## config.mk

```make
export PLATFORM = sky130hd
export DESIGN_NAME = mc_ctrl
export DESIGN_NICKNAME = d
export VERILOG_FILES = /design/src/rtl/mc_defs.sv /design/src/rtl/mc_ctrl.sv
export SDC_FILE = /design/constraint.sdc
export NUM_CORES = 1
export LEC_CHECK = 0
export CAP_MARGIN = 40
export CORE_MARGIN = 10
export CORE_UTILIZATION = 34
export CTS_CLUSTER_DIAMETER = 200
export DETAILED_ROUTE_END_ITERATION = 6
export PLACE_DENSITY = 0.72
export SLEW_MARGIN = 20
export SYNTH_ARGS = -nofsm -noshare
export SYNTH_HDL_FRONTEND = slang
export SYNTH_SLANG_ARGS = --single-unit
```

## constraint.sdc

```tcl
create_clock -name clk -period 1.35 [get_ports clk]
set_input_delay 0.135 -clock clk [delete_from_list [all_inputs] [get_ports clk]]
set_output_delay 0.135 -clock clk [all_outputs]
set_load 0.02 [all_outputs]
```

## src/rtl/mc_defs.sv

```systemverilog
// Shared definitions for the multi-cycle MIPS control path (main FSM and ALU control).
package mc_defs;

   // Instruction opcodes (ins_out[31:26])
   localparam logic [5:0] OP_RTYPE = 6'b000000;
   localparam logic [5:0] OP_LW    = 6'b100011;
   localparam logic [5:0] OP_SW    = 6'b101011;
   localparam logic [5:0] OP_BEQ   = 6'b000100;
   localparam logic [5:0] OP_ADDI  = 6'b001000;
   localparam logic [5:0] OP_J     = 6'b000010;

   // Main FSM state encodings; 12..15 are unused and recover to S_IF
   typedef enum logic [3:0] {
      S_IF   = 4'd0,
      S_ID   = 4'd1,
      S_MADR = 4'd2,
      S_MRD  = 4'd3,
      S_MWB  = 4'd4,
      S_MWR  = 4'd5,
      S_EXE  = 4'd6,
      S_RWB  = 4'd7,
      S_BR   = 4'd8,
      S_JMP  = 4'd9,
      S_IEX  = 4'd10,
      S_IWB  = 4'd11
   } state_t;

   // ALUOp codes
   localparam logic [1:0] ALUOP_ADD   = 2'b00;
   localparam logic [1:0] ALUOP_SUB   = 2'b01;
   localparam logic [1:0] ALUOP_FUNCT = 2'b10;

   // ALU operand B select
   localparam logic [1:0] SRCB_REG    = 2'b00;
   localparam logic [1:0] SRCB_FOUR   = 2'b01;
   localparam logic [1:0] SRCB_IMM    = 2'b10;
   localparam logic [1:0] SRCB_IMMSH2 = 2'b11;

   // PC source select
   localparam logic [1:0] PCSRC_ALU    = 2'b00;
   localparam logic [1:0] PCSRC_ALUOUT = 2'b01;
   localparam logic [1:0] PCSRC_JUMP   = 2'b10;

endpackage

```

## src/rtl/mc_ctrl.sv

```systemverilog
// Main control FSM of the multi-cycle MIPS CPU: Moore decode of the current
// state into datapath selects and write strobes, with strobes gated by en/rst.
module mc_ctrl
   import mc_defs::*;
(
   input  logic       clk,
   input  logic       rst,
   input  logic       en,
   input  logic [5:0] opcode,
   output logic       PCWrite,
   output logic       PCWriteCond,
   output logic       IorD,
   output logic       MemRead,
   output logic       MemWrite,
   output logic       MemtoReg,
   output logic       IRWrite,
   output logic       RegDst,
   output logic       RegWrite,
   output logic       ALUSrcA,
   output logic [1:0] ALUSrcB,
   output logic [1:0] ALUOp,
   output logic [1:0] PCSource,
   output logic [3:0] state
);

   state_t state_q;
   state_t state_d;

   // Ungated strobes; they only reach the datapath when stepping and out of reset
   logic pc_write_raw;
   logic pc_write_cond_raw;
   logic mem_write_raw;
   logic ir_write_raw;
   logic reg_write_raw;
   logic strobe_ok;

   // State register: reset forces IF, en = 0 freezes the sequence in place
   always_ff @(posedge clk) begin
      if (rst) begin
         state_q <= S_IF;
      end else if (en) begin
         state_q <= state_d;
      end
   end

   // Next-state logic; opcode only matters in ID and MADR
   always_comb begin
      state_d = S_IF;
      case (state_q)
         S_IF:   state_d = S_ID;
         S_ID: begin
            case (opcode)
               OP_LW, OP_SW: state_d = S_MADR;
               OP_RTYPE:     state_d = S_EXE;
               OP_BEQ:       state_d = S_BR;
               OP_J:         state_d = S_JMP;
               OP_ADDI:      state_d = S_IEX;
               default:      state_d = S_IF;
            endcase
         end
         S_MADR: state_d = (opcode == OP_SW) ? S_MWR : S_MRD;
         S_MRD:  state_d = S_MWB;
         S_MWB:  state_d = S_IF;
         S_MWR:  state_d = S_IF;
         S_EXE:  state_d = S_RWB;
         S_RWB:  state_d = S_IF;
         S_BR:   state_d = S_IF;
         S_JMP:  state_d = S_IF;
         S_IEX:  state_d = S_IWB;
         S_IWB:  state_d = S_IF;
         default: state_d = S_IF;
      endcase
   end

   // Moore output decode; anything not set in a state stays at its zero default
   always_comb begin
      pc_write_raw      = 1'b0;
      pc_write_cond_raw = 1'b0;
      mem_write_raw     = 1'b0;
      ir_write_raw      = 1'b0;
      reg_write_raw     = 1'b0;
      IorD              = 1'b0;
      MemRead           = 1'b0;
      MemtoReg          = 1'b0;
      RegDst            = 1'b0;
      ALUSrcA           = 1'b0;
      ALUSrcB           = SRCB_REG;
      ALUOp             = ALUOP_ADD;
      PCSource          = PCSRC_ALU;
      case (state_q)
         S_IF: begin
            MemRead      = 1'b1;
            ir_write_raw = 1'b1;
            pc_write_raw = 1'b1;
            ALUSrcB      = SRCB_FOUR;
         end
         S_ID: begin
            // Branch target computed speculatively into ALUOut
            ALUSrcB = SRCB_IMMSH2;
         end
         S_MADR, S_IEX: begin
            ALUSrcA = 1'b1;
            ALUSrcB = SRCB_IMM;
         end
         S_MRD: begin
            MemRead = 1'b1;
            IorD    = 1'b1;
         end
         S_MWR: begin
            mem_write_raw = 1'b1;
            IorD          = 1'b1;
         end
         S_MWB: begin
            reg_write_raw = 1'b1;
            MemtoReg      = 1'b1;
         end
         S_EXE: begin
            ALUSrcA = 1'b1;
            ALUOp   = ALUOP_FUNCT;
         end
         S_RWB: begin
            reg_write_raw = 1'b1;
            RegDst        = 1'b1;
         end
         S_IWB: begin
            reg_write_raw = 1'b1;
         end
         S_BR: begin
            ALUSrcA           = 1'b1;
            ALUOp             = ALUOP_SUB;
            pc_write_cond_raw = 1'b1;
            PCSource          = PCSRC_ALUOUT;
         end
         S_JMP: begin
            pc_write_raw = 1'b1;
            PCSource     = PCSRC_JUMP;
         end
         default: ;
      endcase
   end

   assign strobe_ok   = en & ~rst;
   assign PCWrite     = pc_write_raw      & strobe_ok;
   assign PCWriteCond = pc_write_cond_raw & strobe_ok;
   assign MemWrite    = mem_write_raw     & strobe_ok;
   assign IRWrite     = ir_write_raw      & strobe_ok;
   assign RegWrite    = reg_write_raw     & strobe_ok;
   assign state       = state_q;

endmodule
```

After elaboration in Yosys (flattened, before gate mapping)
Cells that the tools add are included.
Cells by class
  equality and inequality tests: 16
  bitwise gates (word level): 7
  muxes and demuxes: 16
  reductions and logical operators: 9
Operators by type and width (count)
  $pmux W4 S6: 1
  $pmux W4 S5: 1
  $eq A4 B3 Y1 const B: 4
  $eq A4 B4 Y1 const B: 4
  $eq A6 B6 Y1 const B: 2
  $mux W1: 10
  $reduce_or A2 Y1: 5
  $eq A4 B2 Y1 const B: 2
  $pmux W2 S2: 2
  $and A1 B1 Y1: 6
  $eq A6 B2 Y1 const B: 1
  $eq A6 B3 Y1 const B: 1
  $eq A6 B4 Y1 const B: 1
  $logic_not A6 Y1: 1
  $pmux W2 S3: 1
  $eq A4 B1 Y1 const B: 1
  $logic_not A4 Y1: 1
  $reduce_or A4 Y1: 1
  $mux W3: 1
  $reduce_or A3 Y1: 1
  $not A1 Y1: 1
Word-level totals
  output and inout port bits: 20
  input port bits: 9
  logic and storage cells: 49
  flip-flop bits (word level): 4

Logic depth before layout (Yosys ltp)
  depth after elaboration: 4
  gate-level depth with buffers: 5
  depth with buffers taken out: 4

Least setup slack after synthesis
Ideal clock, no wire load.
  kind: flip-flop to flip-flop
  start: register state_q[2], in the netlist state[2]
  end: register state_q[2], in the netlist state[2]
  slack: -0.521 ns
  stages on the path, launching flop included: 6
  setup time: 0.079 ns
  arrival: 1.792 ns
  period minus slack after synthesis: 1.871 ns
  path buffers: 1
  data required time: 1.271 ns
  path through: dfxtp_1 -> clkbuf_2 -> nor3_1 -> nand2_1 -> o32a_1 -> a211oi_2
Between the ends
  cells in the longest elaborated chain, start to end: 2
  elaborated cells between the ends (all ways): 7
  classes of those cells: eq/ne: 5; mux: 1; reduce/logical: 1
RTL lines
  from (decl): line mc_ctrl.sv:26  | state_t state_q;
  from (signal assigned): line mc_ctrl.sv:42  | state_q <= state_d;
  $eq A4 B4 Y1 (tied with other cells): line mc_ctrl.sv:49  | case (state_q)
  $pmux W4 S6 (*): line mc_ctrl.sv:49
Mark *: on every way between the ends. The rest lies on a longest branch, timed or not.
A chain may end at the register's enable or synchronous reset.

Worst setup path after layout
  start: input opcode[2]
  end: register state_q[2], in the netlist state[2]
Between the ends
  cells in the longest elaborated chain, start to end: 4
  elaborated cells between the ends (all ways): 10
  classes of those cells: eq/ne: 5; mux: 3; reduce/logical: 2
RTL lines
  from (decl): line mc_ctrl.sv:9  | input logic [5:0] opcode,
  $eq A6 B6 Y1, on equally long branches: line mc_ctrl.sv:52, mc_ctrl.sv:61
  $reduce_or A2 Y1: line mc_ctrl.sv:52  | case (opcode)
  $pmux W4 S5: line mc_ctrl.sv:52
  $pmux W4 S6 (*): line mc_ctrl.sv:49
Marks and branches as above.

==> results.yml <==
clocking:
  clock-sinks: 4
  cts_buffers: 3
  clk_pin_slew_ps: 30
  cts_tree: "built"
  cts_hold_buf: 0
  root_buffer: "clkbuf_4"
  cts_max_path_buffers: 2
  htreeDepth: 1
  clk_latency_ps: 250
yosys:
  ys.flop_type: "dfxtp_1"
  synth_top_cells_by_count: "a21oi_1 (9), nor2_1 (7), nor3_1 (7)"
  netlist.top_cell.by_area: "dfxtp_1"
  syn_inst: 77
  synth_adder_area_share: 0.01896
  yosysSeqAreaShare: 0.1517
  synth.area.mux_share: 0
  synth_xor_area_frac: 0.04976
  yosys_warnings: 0
  netlist_area_um2: 528.0
  synthArstFlopShare: 0
  ys_types: 35
  synth_edf_count: 0
  yosysTopAreaCellShare: 0.1517
  ys_ff_latch: 4
  synth_top_family_by_area: "simple AND/OR/NAND/NOR gates"
  postSynthAreaPerCell_um2: 6.857
  synth_simple_gate_area_frac: 0.4123
  synth_compound_area_frac: 0.2536
  synthTopCellsByArea: "dfxtp_1 (15%), a21oi_1 (8.5%), nand2b_1 (7.1%)"
  syn_nets: 86
  synth.most_common_cell: "a21oi_1"
setup_path:
  start_kind: "input port"
  r2r_cells: 4
  crit_required_ps: 1510
  cp_max_fo: 2
  arrival_ps: 1640
  crit_type: "input port to flop"
  critPathCaptureType: "flop"
global_route:
  grt_pass1_wl_um: 3864
  grt_util_met3: 0.03648
  grt_pass1_vias: 824
  grt_busiest_layer: "met2"
  gr-usage-all-layers: 0.1418
  grt_start_max_net_pins: 14
  grt.overflow.total: 0
  gr-usage-met1: 0.1341
  antenna_found_initial: 0
  met2_usage: 0.2526
final_layout:
  diodes: 0
  drive_gt1_frac: 0.7029
  syn_to_final_growth_pct: 154.0
  largest_reg_flops: 4
  final_area_um2: 1341
  final_nets: 149
run:
  drv_cap: 0
pwr:
  cellPowerDensity_nw_per_um2: 373.6
  ir_drop_uv: 359.7
  power.leakage_nw: 0.5570
run_status:
  status: "finished with violations"
  violations: "setup timing"
die:
  row_count: 14
  io_pins: 29
  dieArea_um2: 3529
  start_util: 0.3546
  core_um2: 1489
  die_h_um: 59.41
  die_w_um: 59.41
place:
  place.gp.congestion: 0.8898
  dpl_cell_area_um2: 1064
  port_buffers: 28
  hpwl_um: 1711
detailed_routing:
  viasPerCell: 5.610
  dr.pass1.iters: 4
  ant_nets: 0
  num_vias: 864
  drc_errors: 0
  routed_wl_um: 2916
  drt_iter0_markers: 17
  wl_per_cell_um: 18.94
min_path:
  min_path_cells: 4
  hp-class: "input port to flop"
sta:
  finalCritPeriodShare: 1.098
  skew_ps: 5.171
  maxSlewViolCount: 0
  rsz0062_at_grt: "true"
  hold_violations: 0
  max_slew_margin: 0.7945
  min_period_ps: 1483
  tightestPinTransition_ps: 307.3
  setup_violations: 13
  max_freq_mhz: 674.4
  whs_ps: 325.0
  fin_ws_ps: -132.9
==> cells in the final DEF (no fill, tap or decap), types with 2 or more instances in the layout <==
master / instances
buf_4: 34
buf_6: 18
dlygate4sd2_1: 7
a21oi_1: 5
nand2b_4: 4
nor3_4: 4
dfxtp_4: 4
a21oi_2: 3
nor2_4: 3
nor2_1: 3
nand2_1: 3
clkbuf_4: 3
clkdlybuf4s15_1: 3
nand3b_1: 2
nand2b_1: 2
nor3_2: 2
or4_4: 2
o21ai_0: 2
a211oi_2: 2
==> cell families after synthesis <==
family,count (synthesis)
xor+xnor,3
simple gates,39
buf+inv,10
flops,4
compound gates,20
fa+ha+maj,1
==> power breakdown <==
group | internal (mW) | leakage (nW) | total, mW | switching, mW
combinational | 0.113 | 0.508 | 0.224 | 0.111
sequential | 0.116 | 0.0355 | 0.123 | 0.00702
clock | 0.0996 | 0.0138 | 0.154 | 0.0539
==> worst max-delay path, stage by stage <==
cell and delay [ps]:
clkdlybuf4s15_1 170, or2_1 260, buf_4 150, or4_4 530
o32a_1 220, a211oi_2 170
==> path summary, 6_finish.rpt <==
check	from	endpoint	slack, ps
min	opcode[4]	state[3]	330
min reg2reg	state[0]	state[0]	760
max reg2reg	state[3]	state[2]	-120
max	opcode[2]	state[2]	-130
==> stage by stage <==
step           utilization  cells  power (mW)  setup TNS, ps  setup WS [ps]
2_1_floorplan            -     77      0.1990         -117.8         -63.11
3_3_place_gp        0.7143    142      0.2983          -5557         -588.8
3_5_place_dp        0.7143    142      0.3030          -6067         -646.6
4_1_cts             0.7681    146      0.4724         -625.9         -144.0
5_1_grt             0.9008    154      0.5314          -1826         -188.6
6_report            0.9008    154      0.5010          -1061         -132.9
==> repair_timing <==
| item | in CTS | in global routing |
|---|---|---|
| pin swaps | 4 | 17 |
| endpoints found under the setup margin | 24 | 22 |
| gates resized for setup | 117 | 38 |
| buffers inserted | 2 | 9 |
==> routing by layer <==
layer	up-vias	wire, um
li1	405	-
met1	406	1079
met2	44	1529
met3	9	198
met4	0	109
met5	-	0
==> area by class of cell <==
class / instances / area (um^2)
multi-input combinational: 63 / 603.1
timing repair buffer: 66 / 590.6
fill: 71 / 147.6
sequential: 4 / 95.09
clock buffer: 3 / 22.52
tap: 16 / 20.02
inverter: 2 / 10.01
(Power assumes the default switching activity.)
